==> config.mk <==
export PLATFORM = sky130hd
export DESIGN_NAME = ecc_dsa_uop_sequencer_flat
export DESIGN_NICKNAME = d
export VERILOG_FILES = /design/src/rtl/ecc_dsa_uop_sequencer_if.sv /design/src/rtl/ecc_dsa_uop_sequencer.sv /design/src/flat_wrapper.sv
export SDC_FILE = /design/constraint.sdc
export NUM_CORES = 1
export LEC_CHECK = 0
export BUFFER_PORTS_ARGS = -buffer_cell sky130_fd_sc_hd__clkbuf_2
export CORE_UTILIZATION = 50
export CTS_CLUSTER_SIZE = 12
export DETAILED_ROUTE_END_ITERATION = 7
export PLACE_DENSITY = 0.85
export SYNTH_ARGS = -nofsm -noshare
export SYNTH_HDL_FRONTEND = slang
export SYNTH_SLANG_ARGS = --single-unit
export TNS_END_PERCENT = 5
==> constraint.sdc <==
create_clock -name clk_i -period 2.45 [get_ports clk_i]
set_clock_uncertainty 0.2 [all_clocks]
set_input_delay 0.245 -clock clk_i [delete_from_list [all_inputs] [get_ports clk_i]]
set_output_delay 0.245 -clock clk_i [all_outputs]
set_load 0.02 [all_outputs]
==> src/rtl/ecc_dsa_uop_sequencer_if.sv <==
// ecc_dsa_uop_sequencer_if
//  Bundle between the ECC DSA uop sequencer and its surroundings: command
//  handshake, uop ROM port, issued-uop fields, datapath completion pulses and
//  status.
//  slave  : sequencer side (takes commands, drives ROM address and uops)
//  master : host/datapath side (issues commands, returns ROM data and dones)
interface ecc_dsa_uop_sequencer_if #(
  parameter int PROG_AW = 7,
  parameter int INSTR_W = 21
);
  logic               cmd_valid;
  logic [1:0]         cmd_sel;
  logic               cmd_ready;
  logic [PROG_AW-1:0] prog_addr;
  logic [INSTR_W-1:0] prog_instr;
  logic               uop_valid;
  logic [8:0]         uop_opcode;
  logic [5:0]         uop_reg_id;
  logic [5:0]         uop_mem_addr;
  logic               pm_done;
  logic               drbg_done;
  logic               busy;
  logic               done;
  logic               error;

  modport slave (
    input  cmd_valid, cmd_sel, prog_instr, pm_done, drbg_done,
    output cmd_ready, prog_addr, uop_valid, uop_opcode, uop_reg_id,
           uop_mem_addr, busy, done, error
  );

  modport master (
    output cmd_valid, cmd_sel, prog_instr, pm_done, drbg_done,
    input  cmd_ready, prog_addr, uop_valid, uop_opcode, uop_reg_id,
           uop_mem_addr, busy, done, error
  );
endinterface

==> src/rtl/ecc_dsa_uop_sequencer.sv <==
// ecc_dsa_uop_sequencer
//  Microcode program sequencer for the ECC DSA engine. A command selects one
//  of four subroutines in the uop ROM; the PC walks it one instruction at a
//  time, issuing decoded uops to the datapath, stalling on point-mult and
//  HMAC-DRBG completion, and pulsing done at the end.
//  Ports:
//   clk_i      clock
//   reset_n_i  async active-low reset
//   zeroize_i  sync clear, overrides everything
//   bus        sequencer side of ecc_dsa_uop_sequencer_if (cmd handshake,
//              ROM addr/data, uop fields, pm/drbg done, busy/done/error)
module ecc_dsa_uop_sequencer #(
  parameter int PROG_AW  = 7,
  parameter int INSTR_W  = 21,
  parameter int NOP_ADDR = 12,
  parameter int KG_S     = 14,
  parameter int KG_E     = 26,
  parameter int SGN_S    = 28,
  parameter int SGN_E    = 42,
  parameter int VER_S    = 44,
  parameter int VER_E    = 67,
  parameter int DH_S     = 69,
  parameter int DH_E     = 87,
  parameter int TIMEOUT  = 4095
) (
  input  logic                  clk_i,
  input  logic                  reset_n_i,
  input  logic                  zeroize_i,
  ecc_dsa_uop_sequencer_if.slave bus
);

  localparam logic [2:0] ST_IDLE      = 3'd0;
  localparam logic [2:0] ST_FETCH     = 3'd1;
  localparam logic [2:0] ST_ISSUE     = 3'd2;
  localparam logic [2:0] ST_WAIT_PM   = 3'd3;
  localparam logic [2:0] ST_WAIT_DRBG = 3'd4;
  localparam logic [2:0] ST_FINISH    = 3'd5;

  localparam logic [PROG_AW-1:0] NOP = PROG_AW'(NOP_ADDR);

  logic [2:0]         state_q, state_d;
  logic [PROG_AW-1:0] addr_q, addr_d;
  logic [PROG_AW-1:0] end_q, end_d;
  logic [8:0]         op_q, op_d;
  logic [5:0]         reg_q, reg_d;
  logic [5:0]         mem_q, mem_d;
  logic               uv_q, uv_d;
  logic               done_q, done_d;
  logic               err_q, err_d;
  logic [11:0]        cnt_q, cnt_d;
  logic               pend_q, pend_d;   // DRBG wait still owed after PM wait

  logic [PROG_AW-1:0] start_sel, end_sel;
  logic [3:0]         pm_cmd;
  logic               drbg_en;
  logic               pm_legal;
  logic               advance;
  logic [11:0]        cnt_inc;

  assign pm_cmd  = bus.prog_instr[17:14];
  assign drbg_en = bus.prog_instr[13];
  assign cnt_inc = cnt_q + 12'd1;

  always_comb begin
    start_sel = PROG_AW'(KG_S);
    end_sel   = PROG_AW'(KG_E);
    case (bus.cmd_sel)
      2'd1:    begin start_sel = PROG_AW'(SGN_S); end_sel = PROG_AW'(SGN_E); end
      2'd2:    begin start_sel = PROG_AW'(VER_S); end_sel = PROG_AW'(VER_E); end
      2'd3:    begin start_sel = PROG_AW'(DH_S);  end_sel = PROG_AW'(DH_E);  end
      default: ;
    endcase
  end

  // Only these point-mult commands exist in the datapath.
  always_comb begin
    case (pm_cmd)
      4'b0000, 4'b0001, 4'b0010, 4'b0100,
      4'b0101, 4'b0110, 4'b0111, 4'b1000: pm_legal = 1'b1;
      default:                             pm_legal = 1'b0;
    endcase
  end

  always_comb begin
    state_d = state_q;
    addr_d  = addr_q;
    end_d   = end_q;
    op_d    = op_q;
    reg_d   = reg_q;
    mem_d   = mem_q;
    uv_d    = 1'b0;
    done_d  = 1'b0;
    err_d   = err_q;
    cnt_d   = cnt_q;
    pend_d  = pend_q;
    advance = 1'b0;
    case (state_q)
      ST_IDLE: begin
        if (bus.cmd_valid) begin
          addr_d  = start_sel;
          end_d   = end_sel;
          err_d   = 1'b0;
          state_d = ST_FETCH;
        end
      end
      ST_FETCH: state_d = ST_ISSUE;
      ST_ISSUE: begin
        if (!pm_legal) begin
          err_d   = 1'b1;
          state_d = ST_FINISH;
        end else begin
          uv_d  = 1'b1;
          op_d  = bus.prog_instr[20:12];
          reg_d = bus.prog_instr[11:6];
          mem_d = bus.prog_instr[5:0];
          if (pm_cmd != 4'd0) begin
            pend_d  = drbg_en;
            state_d = ST_WAIT_PM;
          end else if (drbg_en) begin
            state_d = ST_WAIT_DRBG;
          end else begin
            advance = 1'b1;
          end
        end
      end
      ST_WAIT_PM, ST_WAIT_DRBG: begin
        if ((state_q == ST_WAIT_PM   && bus.pm_done) ||
            (state_q == ST_WAIT_DRBG && bus.drbg_done)) begin
          cnt_d = 12'd0;
          if (state_q == ST_WAIT_PM && pend_q) begin
            pend_d  = 1'b0;
            state_d = ST_WAIT_DRBG;
          end else begin
            advance = 1'b1;
          end
        end else if (cnt_inc == 12'(TIMEOUT)) begin
          err_d   = 1'b1;
          cnt_d   = 12'd0;
          pend_d  = 1'b0;
          state_d = ST_FINISH;
        end else begin
          cnt_d = cnt_inc;
        end
      end
      ST_FINISH: begin
        done_d  = 1'b1;
        addr_d  = NOP;
        state_d = ST_IDLE;
      end
      default: state_d = ST_IDLE;
    endcase

    // The end check runs before the increment, so the PC never passes end.
    if (advance) begin
      if (addr_q == end_q) begin
        state_d = ST_FINISH;
      end else begin
        addr_d  = addr_q + 1'b1;
        state_d = ST_FETCH;
      end
    end
  end

  always_ff @(posedge clk_i or negedge reset_n_i) begin
    if (!reset_n_i) begin
      state_q <= ST_IDLE;
      addr_q  <= NOP;
      end_q   <= NOP;
      op_q    <= '0;
      reg_q   <= '0;
      mem_q   <= '0;
      uv_q    <= 1'b0;
      done_q  <= 1'b0;
      err_q   <= 1'b0;
      cnt_q   <= '0;
      pend_q  <= 1'b0;
    end else if (zeroize_i) begin
      state_q <= ST_IDLE;
      addr_q  <= NOP;
      end_q   <= NOP;
      op_q    <= '0;
      reg_q   <= '0;
      mem_q   <= '0;
      uv_q    <= 1'b0;
      done_q  <= 1'b0;
      err_q   <= 1'b0;
      cnt_q   <= '0;
      pend_q  <= 1'b0;
    end else begin
      state_q <= state_d;
      addr_q  <= addr_d;
      end_q   <= end_d;
      op_q    <= op_d;
      reg_q   <= reg_d;
      mem_q   <= mem_d;
      uv_q    <= uv_d;
      done_q  <= done_d;
      err_q   <= err_d;
      cnt_q   <= cnt_d;
      pend_q  <= pend_d;
    end
  end

  assign bus.cmd_ready    = (state_q == ST_IDLE);
  assign bus.busy         = (state_q != ST_IDLE);
  assign bus.prog_addr    = addr_q;
  assign bus.uop_valid    = uv_q;
  assign bus.uop_opcode   = op_q;
  assign bus.uop_reg_id   = reg_q;
  assign bus.uop_mem_addr = mem_q;
  assign bus.done         = done_q;
  assign bus.error        = err_q;

endmodule
==> src/flat_wrapper.sv <==
// flat-port wrapper written by rule: the top's interface ports become plain ports
module ecc_dsa_uop_sequencer_flat 
#(
  parameter int PROG_AW  = 7,
  parameter int INSTR_W  = 21,
  parameter int NOP_ADDR = 12,
  parameter int KG_S     = 14,
  parameter int KG_E     = 26,
  parameter int SGN_S    = 28,
  parameter int SGN_E    = 42,
  parameter int VER_S    = 44,
  parameter int VER_E    = 67,
  parameter int DH_S     = 69,
  parameter int DH_E     = 87,
  parameter int TIMEOUT  = 4095
)
  (clk_i, reset_n_i, zeroize_i, bus_cmd_valid, bus_cmd_sel, bus_prog_instr, bus_pm_done, bus_drbg_done, bus_cmd_ready, bus_prog_addr, bus_uop_valid, bus_uop_opcode, bus_uop_reg_id, bus_uop_mem_addr, bus_busy, bus_done, bus_error);
  ecc_dsa_uop_sequencer_if #(.PROG_AW(PROG_AW), .INSTR_W(INSTR_W)) bus_i ();
  input  logic clk_i;
  input  logic reset_n_i;
  input  logic zeroize_i;
  input wire logic [$bits(bus_i.cmd_valid)-1:0] bus_cmd_valid;
  input wire logic [$bits(bus_i.cmd_sel)-1:0] bus_cmd_sel;
  input wire logic [$bits(bus_i.prog_instr)-1:0] bus_prog_instr;
  input wire logic [$bits(bus_i.pm_done)-1:0] bus_pm_done;
  input wire logic [$bits(bus_i.drbg_done)-1:0] bus_drbg_done;
  output wire logic [$bits(bus_i.cmd_ready)-1:0] bus_cmd_ready;
  output wire logic [$bits(bus_i.prog_addr)-1:0] bus_prog_addr;
  output wire logic [$bits(bus_i.uop_valid)-1:0] bus_uop_valid;
  output wire logic [$bits(bus_i.uop_opcode)-1:0] bus_uop_opcode;
  output wire logic [$bits(bus_i.uop_reg_id)-1:0] bus_uop_reg_id;
  output wire logic [$bits(bus_i.uop_mem_addr)-1:0] bus_uop_mem_addr;
  output wire logic [$bits(bus_i.busy)-1:0] bus_busy;
  output wire logic [$bits(bus_i.done)-1:0] bus_done;
  output wire logic [$bits(bus_i.error)-1:0] bus_error;
  assign bus_i.cmd_valid = bus_cmd_valid;
  assign bus_i.cmd_sel = bus_cmd_sel;
  assign bus_i.prog_instr = bus_prog_instr;
  assign bus_i.pm_done = bus_pm_done;
  assign bus_i.drbg_done = bus_drbg_done;
  assign bus_cmd_ready = bus_i.cmd_ready;
  assign bus_prog_addr = bus_i.prog_addr;
  assign bus_uop_valid = bus_i.uop_valid;
  assign bus_uop_opcode = bus_i.uop_opcode;
  assign bus_uop_reg_id = bus_i.uop_reg_id;
  assign bus_uop_mem_addr = bus_i.uop_mem_addr;
  assign bus_busy = bus_i.busy;
  assign bus_done = bus_i.done;
  assign bus_error = bus_i.error;
  ecc_dsa_uop_sequencer #(.PROG_AW(PROG_AW), .INSTR_W(INSTR_W), .NOP_ADDR(NOP_ADDR), .KG_S(KG_S), .KG_E(KG_E), .SGN_S(SGN_S), .SGN_E(SGN_E), .VER_S(VER_S), .VER_E(VER_E), .DH_S(DH_S), .DH_E(DH_E), .TIMEOUT(TIMEOUT)) u_core (.clk_i(clk_i), .reset_n_i(reset_n_i), .zeroize_i(zeroize_i), .bus(bus_i));
endmodule
**Word level (Yosys, flattened, before mapping)**

Memory sizes are Yosys's and may differ from the RTL's.
Index checks and enable logic that the tools add are counted.

- Register bits: 54
- Bits in read-only memories: 16
- Input port bits: 29
- Output and inout port bits: 33
- Word-level logic and storage cells: 114
- Memories kept: 1

- Add/sub/neg operators: 2
- Equality and inequality tests: 22
- Multiplexer cells: 58
- Reductions and logical operators: 20

Memory list:

| name | words | bits a word | read ports | clocked after Yosys merged registers in | write ports | RTL line | source |
|---|---|---|---|---|---|---|---|
| (no name shown) | 16 | 1 | 1 | 0 | 0 | ecc_dsa_uop_sequencer.sv:77 | `case (pm_cmd)` |

Operator list:

| operator | number |
|---|---|
| 2-to-1 mux 7 bit | 7 |
| 2-to-1 mux 12 bit | 4 |
| case mux 7 bit (3 select lines) | 2 |
| 2-to-1 mux 6 bit | 6 |
| 2-to-1 mux 3 bit | 10 |
| 2-to-1 mux 9 bit | 3 |
| 2-to-1 mux 1 bit | 21 |
| case mux 7 bit (2 select lines) | 1 |
| adder 12 x 1 -> 12 bit, second input constant | 1 |
| == test 12 bit, second input constant | 1 |
| case mux 3 bit (4 select lines) | 1 |
| AND reduction 5 bit | 2 |
| nonzero test 2 bit | 5 |
| inequality test 3 x 2 -> 1 bit, second input constant | 3 |
| inequality test 3 bit, second input constant | 3 |
| nonzero test 4 bit | 2 |
| adder 7 x 1 -> 7 bit, second input constant | 1 |
| == test 7 bit | 1 |
| == test 3 x 2 -> 1 bit, second input constant | 2 |
| == test 3 bit, second input constant | 2 |
| inequality test 6 bit, second input constant | 1 |
| nonzero test 3 bit | 2 |
| inequality test 5 x 2 -> 1 bit, second input constant | 1 |
| inequality test 5 x 4 -> 1 bit, second input constant | 1 |
| other kinds (14) | 19 |

**Depth between registers and ports, before layout**

- Depth after elaboration: 7
- Mapped depth: 9
- Depth with buffers taken out: 7

**Least setup slack after synthesis**

OpenSTA, ideal clock, no wires.

- Path type: register to register
- Start: register u_core.cnt_q[0]
- End: register u_core.state_q[2]
- Library setup time: 0.125 ns
- Arrival time: 2.084 ns
- Required time: 2.125 ns
- Path slack: 0.041 ns
- Stages on the path, launching flop included: 8
- Buffers on the path: 0
- Clock period less this slack: 2.409 ns
- Path through: dfrtp_1 -> ha_1 -> nand2_1 -> or3_1 -> a221o_1 -> and4bb_4 -> a21o_2 -> mux2_2

- Cells in the longest elaborated chain, start to end: 4

RTL lines:

| element | RTL line | source |
|---|---|---|
| start: declaration | ecc_dsa_uop_sequencer.sv:50 | `logic [11:0] cnt_q, cnt_d;` |
| start signal: assignment | ecc_dsa_uop_sequencer.sv:199 | `cnt_q <= cnt_d;` |
| adder 12 x 1 -> 12 bit | ecc_dsa_uop_sequencer.sv:62 | `assign cnt_inc = cnt_q + 12'd1;` |
| == test 12 bit | ecc_dsa_uop_sequencer.sv:136 | `end else if (cnt_inc == 12'(TIMEOUT)) begin` |
| inequality test 5 x 2 -> 1 bit (no source line) | -- |  |
| AND reduction 4 bit (no source line) | -- |  |
| end signal: assignment | ecc_dsa_uop_sequencer.sv:190 | `state_q <= state_d;` |
| end: declaration | ecc_dsa_uop_sequencer.sv:41 | `logic [2:0] state_q, state_d;` |

Every way passes these cells.
A chain may end at the register's enable or synchronous reset.

**Worst setup path in the final report**

Ends and elaborated chain as after synthesis.

==> impl_metrics.csv <==
group,metric,value,unit
critical_path,critPathMaxStageDelay,0.42,ns
detailed_routing,wl,7868,um
floorplanning,core,5956,um^2
global_routing,antenna_found_initial,0,
clock_tree,clk_pin_slew,0.11,ns
clock_tree,cts_tree,"done",
timing,drv_slew,0,
final_layout,final_common_cell,"clkbuf_2",
final_layout,layout_common_cells,"clkbuf_2 (61), dfrtp_1 (49), nand2_1 (29), buf_4 (28), nor2_1 (23)",
timing,worst_pin_slew,0.8107,ns
pwr,leakagePower,1.902,nW
clock_tree,clockBufferDepth,2,
detailed_routing,route.detailed.drc,0,
hold_path,worstHoldStart,"bus_prog_instr[14]",
hold_path,min_to,"u_core.bus.uop_opcode[2]",
critical_path,crit_cells,7,
pwr,max-vdd-ir-drop,0.0004191,V
yosys,synth_top_area_cell,"dfrtp_1",
yosys,synth_top_area_share,0.3948,
detailed_routing,num_vias,2924,
timing,period_share,1.035,
critical_path,rr_endpoint,"u_core.state_q[2]",
critical_path,slowest_stage,"dfrtp_1",
critical_path,cp-start-kind,"flop",
timing,max_slew_margin,0.4589,
global_routing,grt_overflow_total,0,
detailed_routing,dr_wl_met3,485,um
clock_tree,cts_buffers,5,
yosys,synthesis.nets,360,
yosys,syn_avg_cell_area,9.674,um^2
floorplanning,die_w,80.81,um
yosys,ys_ff_latch,53,
clock_tree,cts-root-buf,"clkbuf_8",
pwr,total_power,2.783,mW
timing,fin_tns_setup,-0.1519,ns
critical_path,rrSetupSlack,-0.09,ns
placed_design,io_buffers,61,
yosys,yosysUniqueCellTypes,69,
yosys,synth_warnings,0,
critical_path,worst_r2r_path_depth,7,
timing,rsz0062_at_grt,"true",
global_routing,grt_pass1_wl,13010,um
flow_run,maxCapViolCount,0,
critical_path,worst-path-buf-inv,0,
hold_path,min_path_cells,2,
detailed_routing,drt-met1-wl,3349,um
detailed_routing,dr.pass1.iters,5,
clock_tree,htreeDepth,2,
final_layout,syn_to_final_growth,25.91,%
critical_path,crit_type,"flop to flop",
yosys,ys.flop_type,"dfrtp_1",
floorplanning,placementRows,28,
placed_design,gp_congestion,0.8803,
yosys,netlist_top_cells_area,"dfrtp_1 (39%), a22o_1 (5.9%), ha_1 (4.0%)",
detailed_routing,ant_nets,0,
global_routing,grt_use_total,0.2598,
timing,max_freq,394.3,MHz
timing,setup_viol,4,
critical_path,crit_fanout,7,
yosys,postSynth.asyncResetShare,1.000,
final_layout,final_nets,454,
critical_path,r2r_start,"u_core.cnt_q[0]",
detailed_routing,viasPerCell,5.955,
placed_design,hpwlAfterDp,5538,um
final_layout,drive_gt1_frac,0.2813,
pwr,p_per_area,711.7,nW/um^2
clock_tree,clock_latency,0.32,ns
final_layout,antenna_cells,0,
yosys,ys_seq_area_frac,0.4287,
outcome,violations,"negative setup slack",
timing,fin_ws,-0.08592,ns
floorplanning,chipHeight,80.81,um
critical_path,crit_arrival,2.54,ns
detailed_routing,wl_met2,3949,um
hold_path,hold_path_class,"input port to flop",
critical_path,crit_chain,"ha_1, nand2_1, or3_1, a221o_1, and4bb_4, a21o_2, mux2_2",
timing,hold_viol,0,
floorplanning,ios,62,
timing,worst_hold_slack,0.03481,ns
detailed_routing,wl_per_cell,16.02,um
floorplanning,initial_utilization,0.5214,
yosys,synth_edf_count,0,
critical_path,end_kind,"flop",
global_routing,grt_pass1_vias,2824,
floorplanning,die-area,6530,um^2
critical_path,cp.required,2.45,ns
global_routing,grt_max_degree,54,
critical_path,path_delay_family,"simple AND/OR/NAND/NOR gates",
timing,period_minus_slack,2.536,ns
detailed_routing,initialDrtViolationCount,249,
yosys,synth_area,3105,um^2
outcome,outcome,"finished with violations",
yosys,synth_cells,321,
clock_tree,cts_num_sinks,53,
detailed_routing,top_layer_used,"met4",
==> flip-flops by register name, indices dropped and copies added, names as in the netlist <==
| name | cells |
|---|---|
| u_core.bus.uop_opcode | 9 |
| u_core.bus.uop_reg_id | 6 |
| u_core.pend_q | 1 |
| u_core.bus.done | 1 |
| u_core.bus.error | 1 |
| u_core.state_q | 3 |
| u_core.bus.uop_valid | 1 |
| u_core.bus.prog_addr | 7 |
| u_core.cnt_q | 12 |
| u_core.end_q | 6 |
| u_core.bus.uop_mem_addr | 6 |
==> where the power goes <==
part           total (mW)  switching (mW)  internal, mW  leakage [nW]
Combinational        1.14           0.676         0.467          1.14
Clock               0.516           0.309         0.207        0.0447
Sequential           1.12           0.117          1.01         0.718
==> logic make-up after synthesis <==
family          Yosys count  share of synthesized area
compound gates          103                     0.2583
xor+xnor                 11                    0.03102
fa+ha+maj                10                    0.04029
buf+inv                  31                    0.04311
flops                    53                     0.4287
mux                       2                   0.008459
simple gates            111                     0.1902
==> cell type report <==
class,count,area [um^2]
Clock buffer,5,68.82
Clock inverter,3,25.02
Fill cell,447,2046
Inverter,10,37.54
Multi-Input combinational cell,237,1648
Sequential cell,53,1331
Tap cell,75,93.84
Timing Repair Buffer,108,705.7
==> worst max-delay path by stage <==
stage	from	to	slack, ns
after floorplan	u_core.cnt_q[0]	u_core.state_q[2]	0.04
final	u_core.cnt_q[0]	u_core.state_q[2]	-0.09
after detailed placement	u_core.cnt_q[0]	u_core.state_q[2]	-0.11
after global placement	u_core.cnt_q[0]	u_core.state_q[2]	-0.01
after global routing	u_core.cnt_q[0]	u_core.state_q[2]	-0.17
after CTS	u_core.cnt_q[0]	u_core.state_q[2]	-0.07
==> per-layer routing <==
metal / vias up / GRT usage
met5: - / 0
met2: 124 / 0.4588
met3: 11 / 0.04494
met4: 0 / 0.06607
li1: 1386 / -
met1: 1403 / 0.3278
==> cells in the mapped netlist, types with 2 or more instances <==
cell / count
clkbuf_1: 15
buf_2: 2
a21o_1: 9
or2_2: 2
a32oi_1: 2
a221oi_1: 7
nand2b_1: 7
dfrtp_1: 49
nor3_1: 6
nand2_1: 29
nor2b_1: 5
dfstp_2: 4
or3_1: 6
o41ai_1: 2
o21ai_0: 13
a21oi_1: 14
ha_1: 10
and2_1: 2
buf_4: 2
nor4_1: 2
a22o_1: 21
nand3_1: 6
o211ai_1: 4
and3_1: 4
inv_1: 10
a211oi_1: 7
o22ai_1: 2
or4_1: 4
xor2_1: 5
and3b_1: 2
xnor2_1: 6
o31ai_1: 2
nor2_1: 24
==> through the flow <==
step	instances	instance area, um^2	utilization	setup slack (ns)
after floorplan	321	3105	-	0.04138
after global placement	462	3603	0.6050	-0.01173
after detailed placement	462	3603	0.6050	-0.1095
after CTS	489	3885	0.6523	-0.07318
after global routing	491	3910	0.6565	-0.1701
final	491	3910	0.6565	-0.08592
==> what timing repair did <==
| item | in CTS | in global routing |
|---|---|---|
| gates resized for setup | 0 | 2 |
| hold endpoints to repair | 66 | 1 |
| buffers inserted | 1 | 1 |
| hold buffers | 18 | 1 |
| endpoints found under the setup margin | 12 | 23 |
| pin swaps | 0 | 2 |
==> worst reg2reg max path, stage by stage, from the launching register on <==
cell and delay, ns:
dfrtp_1 0.42, ha_1 0.16, nand2_1 0.07, or3_1 0.35, a221o_1 0.37, and4bb_4 0.37, a21o_2 0.16, mux2_2 0.33
Power figures use the tool's default switching activity.
